===== config.mk =====
export PLATFORM = sky130hd
export DESIGN_NAME = pc_unit
export DESIGN_NICKNAME = d
export VERILOG_FILES = /design/src/rtl/pc_unit.sv
export SDC_FILE = /design/constraint.sdc
export NUM_CORES = 1
export LEC_CHECK = 0
export ABC_AREA = 1
export BUFFER_PORTS_ARGS = -buffer_cell sky130_fd_sc_hd__buf_2
export CORE_MARGIN = 8
export CORE_UTILIZATION = 25
export DETAILED_ROUTE_END_ITERATION = 16
export GPL_TIMING_DRIVEN = 1
export PLACE_DENSITY = 0.41
export REMOVE_ABC_BUFFERS = 1
export SETUP_SLACK_MARGIN = 0.15
export SLEW_MARGIN = 40
export SYNTH_ARGS = -nofsm -noshare
export SYNTH_HDL_FRONTEND = slang
export SYNTH_SLANG_ARGS = --single-unit

===== constraint.sdc =====
create_clock -name clk -period 2.6 [get_ports clk]
set_input_delay 0 -clock clk [delete_from_list [all_inputs] [get_ports clk]]
set_output_delay 0 -clock clk [all_outputs]
set_load 0.01 [all_outputs]

===== src/rtl/pc_unit.sv =====
// ---------------------------------------------------------------------------
// pc_unit -- registered program counter for the ARM-LP fetch stage.
//
// Holds the fetch address in a register and offers it to instruction memory
// over a valid/ready handshake. Branches resolved in execute redirect fetch
// relative to the branch's own PC. Also supports stall and halt, and exports
// the scaled branch offset, a link address and an accepted-fetch counter.
//
// Optional feature macro: PC_ALIGN_CHECK_EN
//   When defined, a taken branch to a misaligned target is not loaded.
//   Instead the sticky alignFault output is raised and the unit halts.
//   When undefined, the alignFault port does not exist and a misaligned
//   target is loaded unchanged.
//
// Ports:
//   clk                     in   rising-edge clock
//   reset                   in   synchronous, active-high reset
//   brValid                 in   branch-resolution inputs valid this cycle
//   branchFlag              in   conditional branch (CBZ/B.cond) in execute
//   unconditionalBranchFlag in   unconditional branch (B/BL)
//   zeroFlag                in   ALU zero result
//   brPC        [ADDR_W]    in   address of the resolving branch
//   PCOffsetOrig[OFFSET_W]  in   signed offset, counted in instructions
//   stall                   in   freezes the sequential advance
//   halt                    in   request to stop fetching
//   fetchReady              in   instruction memory accepts the address
//   fetchValid              out  readAddress is a valid fetch request
//   readAddress [ADDR_W]    out  current fetch address (registered)
//   PCScaledOffset[ADDR_W]  out  sign-extended offset * INSTR_BYTES
//   linkAddress [ADDR_W]    out  brPC + INSTR_BYTES (BL return address)
//   takenBranch             out  high the cycle after a redirect is applied
//   halted                  out  unit is in the HALT state
//   fetchCount  [COUNT_W]   out  number of accepted fetches (wraps)
//   alignFault              out  sticky misaligned-target flag (macro only)
// ---------------------------------------------------------------------------
module pc_unit #(
  parameter int                ADDR_W       = 32,
  parameter int                INSTR_BYTES  = 4,
  parameter int                OFFSET_W     = 26,
  parameter logic [ADDR_W-1:0] RESET_VECTOR = '0,
  parameter int                COUNT_W      = 32
) (
  input  logic                       clk,
  input  logic                       reset,
  input  logic                       brValid,
  input  logic                       branchFlag,
  input  logic                       unconditionalBranchFlag,
  input  logic                       zeroFlag,
  input  logic        [ADDR_W-1:0]   brPC,
  input  logic signed [OFFSET_W-1:0] PCOffsetOrig,
  input  logic                       stall,
  input  logic                       halt,
  input  logic                       fetchReady,
  output logic                       fetchValid,
  output logic        [ADDR_W-1:0]   readAddress,
  output logic        [ADDR_W-1:0]   PCScaledOffset,
  output logic        [ADDR_W-1:0]   linkAddress,
  output logic                       takenBranch,
  output logic                       halted,
  output logic        [COUNT_W-1:0]  fetchCount
`ifdef PC_ALIGN_CHECK_EN
  ,
  output logic                       alignFault
`endif
);

  localparam int unsigned       SHIFT = $clog2(INSTR_BYTES);
  localparam logic [ADDR_W-1:0] STEP  = ADDR_W'(INSTR_BYTES);
`ifdef PC_ALIGN_CHECK_EN
  localparam logic [ADDR_W-1:0] ALIGN_MASK = ADDR_W'(INSTR_BYTES - 1);
`endif

  typedef enum logic [1:0] {
    S_BOOT = 2'd0,
    S_RUN  = 2'd1,
    S_HALT = 2'd2
  } state_e;

  state_e              state_q, state_d;
  logic [ADDR_W-1:0]   addr_q, addr_d;
  logic [COUNT_W-1:0]  cnt_q, cnt_d;
  logic                taken_q, taken_d;
`ifdef PC_ALIGN_CHECK_EN
  logic                fault_q, fault_d;
`endif

  logic                take;
  logic                accept;
  logic [ADDR_W-1:0]   target;

  // The offset is sign-extended to the full address width before scaling,
  // so backward branches produce the correct two's-complement distance.
  assign PCScaledOffset = ADDR_W'(PCOffsetOrig) << SHIFT;
  assign linkAddress    = brPC + STEP;
  assign target         = brPC + PCScaledOffset;

  assign take   = brValid & ((zeroFlag & branchFlag) | unconditionalBranchFlag);
  assign accept = fetchValid & fetchReady;

  assign fetchValid  = (state_q == S_RUN);
  assign halted      = (state_q == S_HALT);
  assign readAddress = addr_q;
  assign takenBranch = taken_q;
  assign fetchCount  = cnt_q;
`ifdef PC_ALIGN_CHECK_EN
  assign alignFault  = fault_q;
`endif

  always_comb begin
    state_d = state_q;
    addr_d  = addr_q;
    cnt_d   = cnt_q;
    taken_d = 1'b0;
`ifdef PC_ALIGN_CHECK_EN
    fault_d = fault_q;
`endif
    unique case (state_q)
      S_BOOT: state_d = S_RUN;
      S_RUN: begin
        // The counter sees every accept, even when a redirect overrides
        // the address update in the same cycle.
        if (accept) cnt_d = cnt_q + COUNT_W'(1);
        // A redirect wins over stall and backpressure; an unaccepted
        // request at the old address is simply abandoned.
        if (take) begin
`ifdef PC_ALIGN_CHECK_EN
          if ((target & ALIGN_MASK) != '0) begin
            fault_d = 1'b1;
            state_d = S_HALT;
          end else begin
            addr_d  = target;
            taken_d = 1'b1;
          end
`else
          addr_d  = target;
          taken_d = 1'b1;
`endif
        end else if (accept && !stall) begin
          addr_d = addr_q + STEP;
        end
        // This cycle's update has already been computed above; halting
        // only freezes the address from the next cycle onwards.
        if (halt) state_d = S_HALT;
      end
      S_HALT: state_d = S_HALT;
      default: state_d = S_BOOT;
    endcase
  end

  always_ff @(posedge clk) begin
    if (reset) begin
      state_q <= S_BOOT;
      addr_q  <= RESET_VECTOR;
      cnt_q   <= '0;
      taken_q <= 1'b0;
`ifdef PC_ALIGN_CHECK_EN
      fault_q <= 1'b0;
`endif
    end else begin
      state_q <= state_d;
      addr_q  <= addr_d;
      cnt_q   <= cnt_d;
      taken_q <= taken_d;
`ifdef PC_ALIGN_CHECK_EN
      fault_q <= fault_d;
`endif
    end
  end

endmodule


# Word level (Yosys, flattened, before mapping)
# Cells that the tools add are included.
dict set report word_totals {
  register_bits 67
  inputBits 67
  out_inout_bits 131
  word_cells 28
}
dict set report op_classes {
  n_addsub 4
  eq_ne 3
  mux 5
  bitwise 5
  n_reduce_logical 7
}
# operator n
set ops {}
lappend ops {{$add 32x3->32 const B} 2}
lappend ops {{$mux 32} 2}
lappend ops {{$add 32x1->32 const B} 1}
lappend ops {{$add 32x32->32} 1}
lappend ops {{$pmux 2 s3} 1}
lappend ops {{$reduce_and 2->1} 2}
lappend ops {{$and 1x1->1} 3}
lappend ops {{$eq 2x1->1 const B} 1}
lappend ops {{$eq 2x2->1 const B} 1}
lappend ops {{$logic_not 2->1} 1}
lappend ops {{$mux 2} 1}
lappend ops {{$ne 2x2->1 const B} 1}
lappend ops {{$reduce_bool 2->1} 1}
lappend ops {{$reduce_or 2->1} 1}
lappend ops {{$logic_and 1x1->1} 1}
lappend ops {{$logic_not 1->1} 1}
lappend ops {{$mux 1} 1}
lappend ops {{$not 1->1} 1}
lappend ops {{$or 1x1->1} 1}

# Longest topological paths before layout
# Gate-level depths: netlist of the first run.
dict set report logic_depth {
  ltp_word 5
  mapped_depth 12
  depth_no_buf 12
}

# Worst setup path before layout of the first run
# OpenSTA, ideal clock, no wires.
dict set report synth_timing {
  path_type {register -> register}
  from {register state_q[1]}
  to {register cnt_q[26] (netlist: fetchCount[26])}
  setup_ns 0.128
  arrival_time_ns 1.656
  t_required_ns 2.472
  setup_slack_ns 0.816
  path_stages_with_launch 12
  n_path_buf 1
  period_less_slack_ns 1.784
  cell_sequence {dfxtp_1 -> inv_1 -> ha_1 -> nand2_4 -> clkinv_2 -> buf_8 -> nand4_4 -> nor2_2 -> nand2_1 -> nor2_1 -> xor2_1 -> nor2_1}
}
dict set report synth_via {
  elab_chain_cells 3
}
# item line
set synth_lines {}
lappend synth_lines {{from (decl)} 79} ;# state_e state_q, state_d;
lappend synth_lines {{from (signal assigned)} 160} ;# state_q <= state_d;
lappend synth_lines {{$eq 2x1->1 *} 100} ;# assign fetchValid = (state_q == S_RUN);
lappend synth_lines {{named net fetchValid} 54} ;# output logic fetchValid,
lappend synth_lines {{$and 1x1->1} 98} ;# assign accept = fetchValid & fetchReady;
lappend synth_lines {{$reduce_and 2->1 (no line) *} n/a}
lappend synth_lines {{to (signal assigned)} 162} ;# cnt_q <= cnt_d;
lappend synth_lines {{to (decl)} 81} ;# logic [COUNT_W-1:0] cnt_q, cnt_d;
# The timed path passes the listed nets; every way through them passes the cells marked *.
# A chain may end at the register's enable or synchronous reset.

# Worst setup path after layout of the first run
dict set report layout_timing {
  from {register state_q[1]}
  to {register cnt_q[29] (netlist: fetchCount[29])}
}
dict set report layout_via {
  elab_chain_cells 3
}
# item line
set layout_lines {}
lappend layout_lines {{$eq 2x1->1 *} {100, 117}}
lappend layout_lines {{$and 1x1->1} 98}
lappend layout_lines {{$reduce_and 2->1 (no line) *} n/a}
# Mark *: on every way between the ends. The rest lies on a longest branch, timed or not.

==> impl_metrics.yaml, run 1 <==
run_status:
  status: "complete, no violations"
sta:
  min_period_over_period_pct: 77.5
  setup_viol: 0
  relSlewSlack_pct: 47.9
  clock_skew_ps: 8.12
  rsz0062_at_grt: "no"
  finalHoldViolCount: 0
  slew_violations: 0
  fmax_ghz: 0.496
  fin_crit_ps: 2020
  worst-slew-pin-transition_ps: 780
  final.setup.tns_ps: 0
clocking:
  htreeDepth: 3
  path_clk_slew_ps: 60
  cts_tree: "done"
  cts_resized: 0
  insertion_delay_ps: 340
  cts_buffers: 9
  cts_sinks: 67
  holdBufCountCts: 3
  cts-root-buf: "clkbuf_16"
  cts_setup_buffers: 0
  clockBufferDepth: 2
routing:
  vias: 7578
  drt.antenna.violating_nets: 0
  route.detailed.drc: 0
  wl_per_cell_um: 15.2
  firstDrtPassIters: 5
  wl_um: 25500
  drt_iter0_markers: 442
  vias_per_cell: 4.52
worst_setup_path:
  critPathRequiredTime_ps: 2830
  worstSetupStartpointType: "flop"
  reg2regPathDepth: 11
  endpoint_kind: "flop"
  rrSetupSlack_ps: 580
  r2r-start: "state_q[1]"
  path_class: "flop to flop"
  worstPathMaxFanout: 11
  r2r-end: "fetchCount[29]"
  critPathArrivalTime_ps: 2250
hold_path:
  worstHoldPathCells: 4
  worstHoldStart: "fetchReady"
  min_path_type: "primary input to flop"
  holdPathEnd: "fetchCount[31]"
placed_design:
  dpl.hpwl_um: 21500
  gp_congestion: 0.839
  placed_area_um2: 8000
  portBuffers: 195
yosys:
  synth_area_um2: 6890
  yosys_register_bits: 67
  synth_top_area_share_pct: 19.5
  synth_flop_cell: "dfxtp_1"
  synth.area.top_cells: "dfxtp_1 (19%), nand2_1 (18%), inv_1 (8.9%)"
  syn_inst: 1170
  ys_seq_area_share_pct: 19.5
  synth.largest_area_cell: "dfxtp_1"
  synth_edf_count: 0
  yosysWarnings: 0
  ys_async_sr_fraction_pct: 0
  synthDistinctLibCells: 44
  synth_area_per_cell_um2: 5.89
floorplanning:
  die_w_um: 182
  ioPinCount: 198
  die-area_um2: 33100
  core_um2: 27000
  start_util_pct: 25.5
  die_height_um: 182
  fp-row-count: 60
grt:
  grt_max_degree: 40
  grt_pass1_wl_um: 40800
  grt_usage_pct: 15.3
  grt_pass1_vias: 7652
  antenna_found_initial: 0
  globalRoute.totalOverflow: 0
cells_and_area:
  fin_nets: 1435
  area_growth_pct: 21.4
  drive_above_1_share_pct: 18.6
  n_antenna_cell: 0
  final_area_um2: 8360
pwr:
  p_total_mw: 4.24
  leakage_nw: 4.13
  peakVddDrop_mv: 0.378
  power_density_nw_per_um2: 507
job:
  maxCapViolCount: 0
-- worst max-delay path by stage --
stage / from / slack [ps] / end
2_1_floorplan: zeroFlag / -680 / readAddress[5]
3_3_place_gp: brPC[2] / 620 / readAddress[10]
3_5_place_dp: state_q[1] / 570 / fetchCount[29]
4_1_cts: state_q[1] / 570 / fetchCount[29]
5_1_grt: state_q[1] / 370 / fetchCount[29]
6_report: state_q[1] / 580 / fetchCount[29]
-- synthesized netlist by cell type, types with 2 or more instances --
cell	instances
nor3_4	3
nor3_1	22
nand2_1	331
o21bai_1	5
nand3b_1	9
dfxtp_1	67
o21ai_0	54
buf_4	34
ha_1	35
xnor2_1	28
clkbuf_1	15
nand4_1	21
o211ai_1	2
and2_1	2
nor2_1	126
nand3_1	80
nor2_2	11
nand2_4	2
inv_1	164
nor4_1	2
nand3_2	4
xor2_1	32
a21oi_1	90
nor3b_1	2
nand2_2	3
a31oi_1	6
buf_2	3
-- per-layer routing --
metal / global-route usage, % / vias to the layer above / share of wire [%]
met3: 2.79 / 17 / 5.0
li1: - / 4029 / -
met1: 18.9 / 3361 / 45
met2: 27.6 / 171 / 49
met4: 1.90 / 0 / 0.69
met5: 0 / - / 0
-- worst max-delay path, cell delays in order (launching register included) --
cell      delay, ps
dfxtp_1         310
inv_1            90
ha_1            300
nand2_4         140
clkinv_2        190
nand4_1         200
nor2_2          200
nand2_1         120
nor2_2          170
nand3_1          90
nand2_1          70
nor2_1           30
-- cells by family after synthesis --
| kind of cell | synth area share, % |
|---|---|
| buf+inv | 14.0 |
| other cells | 0.0544 |
| compound gates | 12.4 |
| simple gates | 39.8 |
| flops | 19.5 |
| fa+ha+maj | 6.65 |
| xor+xnor | 7.63 |
-- final cells by class --
class	count	area, um2
clock inverter	5	103
timing repair buffer	204	1050
fill	3131	18700
inverter	165	621
clock buffer	10	229
tap	341	427
multi-input combinational	885	4590
sequential	67	1340
-- power breakdown --
part           internal (mW)  switching [mW]
logic                  0.537           0.935
registers               1.16           0.200
clock network          0.930           0.475
-- stage by stage --
| stage | std cells | utilization, % | hold slack (ps) | setup WS, ps |
|---|---|---|---|---|
| after floorplan | 1117 | - | 0 | -677 |
| after global placement | 1659 | 29.6 | 212 | 624 |
| after detailed placement | 1659 | 29.6 | 212 | 572 |
| after CTS | 1677 | 30.9 | 26.1 | 574 |
| after global routing | 1677 | 30.9 | 51.4 | 368 |
| final | 1677 | 30.9 | 33.7 | 585 |
-- layout by cell type (no fill, tap or decap), types with 2 or more instances in the layout --
cell type | synthesis | layout
and2_1 | 2 | 2
conb_1 | 1 | 2
nand3_2 | 4 | 4
nand2_2 | 3 | 3
nand2_1 | 331 | 331
inv_1 | 164 | 163
o211ai_1 | 2 | 2
nand3_1 | 80 | 80
dlygate4sd3_1 | 0 | 3
a21oi_1 | 90 | 90
xor2_1 | 32 | 32
nor2_2 | 11 | 11
buf_4 | 34 | 6
nand2_4 | 2 | 2
xnor2_1 | 28 | 28
nor2_1 | 126 | 126
dfxtp_1 | 67 | 67
o21bai_1 | 5 | 5
a31oi_1 | 6 | 6
buf_2 | 3 | 195
o21ai_0 | 54 | 54
ha_1 | 35 | 35
nor3b_1 | 2 | 2
nand3b_1 | 9 | 9
clkbuf_16 | 0 | 9
nor3_1 | 22 | 22
nor3_4 | 3 | 3
clkinv_2 | 1 | 2
nand4_1 | 21 | 21
bufinv_16 | 0 | 3
nor4_1 | 2 | 2
-- sequential cells by signal, indices dropped and copies added, names as in the netlist --
register     cells
fetchCount      32
readAddress     32
takenBranch      1
state_q          2
No activity file was read; power rests on OpenSTA's default activity.
==> run 2: changes to the inputs <==
clock period = 1.9 ns   (was 2.6 ns; I/O delays follow)
==> run 2 against run 1 <==
Worst setup slack worse by 330 ps. First-iteration DRC count is 24% lower. Wire length is 3.9% higher. Global-route usage increased by 0.42 points. Critical endpoint is now linkAddress[28]. Sequential share of layout area fell by 1.0 points.
==> impl_metrics.yaml, run 2 (synthesis results as in run 1) <==
run_status:
  status: "complete, no violations"
sta:
  hold_ws_ps: 94.2
  clock_skew_ps: 6.78
  min_period_over_period_pct: 86.8
  finalHoldViolCount: 0
  setup_viol: 0
  slew_violations: 0
  rsz0062_at_grt: "yes"
  fin_crit_ps: 1650
  fmax_ghz: 0.606
  final.setup.tns_ps: 0
  fin_ws_ps: 250
worst_setup_path:
  critPathRequiredTime_ps: 1900
  path_class: "primary input to output port"
  endpoint_kind: "output port"
  worstPathMaxFanout: 3
  worstSetupStartpointType: "primary input"
  critPathArrivalTime_ps: 1650
clocking:
  clockBufferDepth: 2
  insertion_delay_ps: 340
  htreeDepth: 3
  cts-root-buf: "clkbuf_16"
  cts_buffers: 9
  cts_tree: "done"
  cts_sinks: 67
  path_clk_slew_ps: 60
placed_design:
  gp_congestion: 0.845
  dpl_worst_slack_ps: 3.59
  portBuffers: 195
  placed_cells: 1724
  dpl.hpwl_um: 22000
floorplanning:
  start_util_pct: 25.5
  ioPinCount: 198
  die_w_um: 182
  die_height_um: 182
  core_um2: 27000
  fp-row-count: 60
  die-area_um2: 33100
cells_and_area:
  n_antenna_cell: 0
  final_common_cell: "nand2_1"
  nFillCells: 3113
  area_growth_pct: 32.0
  fin_nets: 1506
  drive_above_1_share_pct: 25.6
  mostFrequentLayoutCells: "nand2_1 (329), buf_2 (195), inv_1 (161)"
  final_cells: 1749
routing:
  vias: 7922
  route.detailed.drc: 0
  drt_iter0_markers: 337
  wl_um: 26500
  firstDrtPassIters: 5
  wl_per_cell_um: 15.1
  drt.antenna.violating_nets: 0
  vias_per_cell: 4.53
job:
  maxCapViolCount: 0
grt:
  antenna_found_initial: 0
  globalRoute.totalOverflow: 0
  grt_usage_pct: 15.7
  grt_pass1_vias: 7903
  grt_pass1_wl_um: 41900
  grt_max_degree: 40
pwr:
  power_density_nw_per_um2: 661
  peakVddDrop_mv: 0.418
  p_total_mw: 6.01
  leakage_nw: 4.53
hold_path:
  min_path_type: "primary input to flop"
==> run 2: cell types whose count changed in the layout (fill, tap and decap cells not counted), sizes merged <==
cell    change
buf        +71
inv         +1
clkinv      +1
bufinv      -1
==> run 2: metrics by stage <==
step / cell area (um2) / utilization (%)
2_1_floorplan: 6550 / -
3_3_place_gp: 8510 / 31.5
3_5_place_dp: 8510 / 31.5
4_1_cts: 8890 / 32.9
5_1_grt: 9090 / 33.7
6_report: 9090 / 33.7
==> run 2: worst paths after layout <==
path,slack [ps],startpoint,cells after the start,to
max,250,brPC[2],12,linkAddress[28]
max reg2reg,260,fetchCount[1],9,fetchCount[24]
min,90,reset,4,fetchCount[18]
min reg2reg,470,readAddress[0],2,readAddress[0]
==> run 2: timing repair <==
action,CTS,global route
buffers inserted,0,6
pin swaps,2,12
hold endpoints to repair,4,0
gates cloned,0,0
hold buffers,3,0
resized for setup,11,51
endpoints found under the setup margin,9,43
==> run 2: final cells by class <==
cell class	instances	area, um2	area share (%)
flip-flops and latches	67	1370	15.0
multi-input cells	885	4740	52.1
inverters	165	624	6.86
clock inverters	6	90.1	0.991
clock buffers	10	229	2.52
well taps	341	427	4.69
repair buffers	275	1620	17.8
==> run 2: routing by layer <==
layer,GRT usage (%),up-vias,part of all wire [%]
li1,-,4193,-
met1,19.0,3553,46
met2,28.7,163,49
met3,3.07,13,3.9
met4,2.20,0,1.1
met5,0,-,0
==> run 2: power breakdown <==
group	switching [mW]	internal (mW)	total [mW]
clock	0.684	1.15	1.84
sequential	0.253	1.61	1.86
combinational	1.38	0.936	2.32
==> run 2: worst max-delay path, stage by stage <==
cell	delay, ps
buf_2	110
buf_6	120
ha_4	150
nand3_4	90
nor3_4	260
nand3b_4	140
nor2_4	160
nand2_4	80
nor2_4	150
nand2_2	60
xor2_1	180
buf_2	160
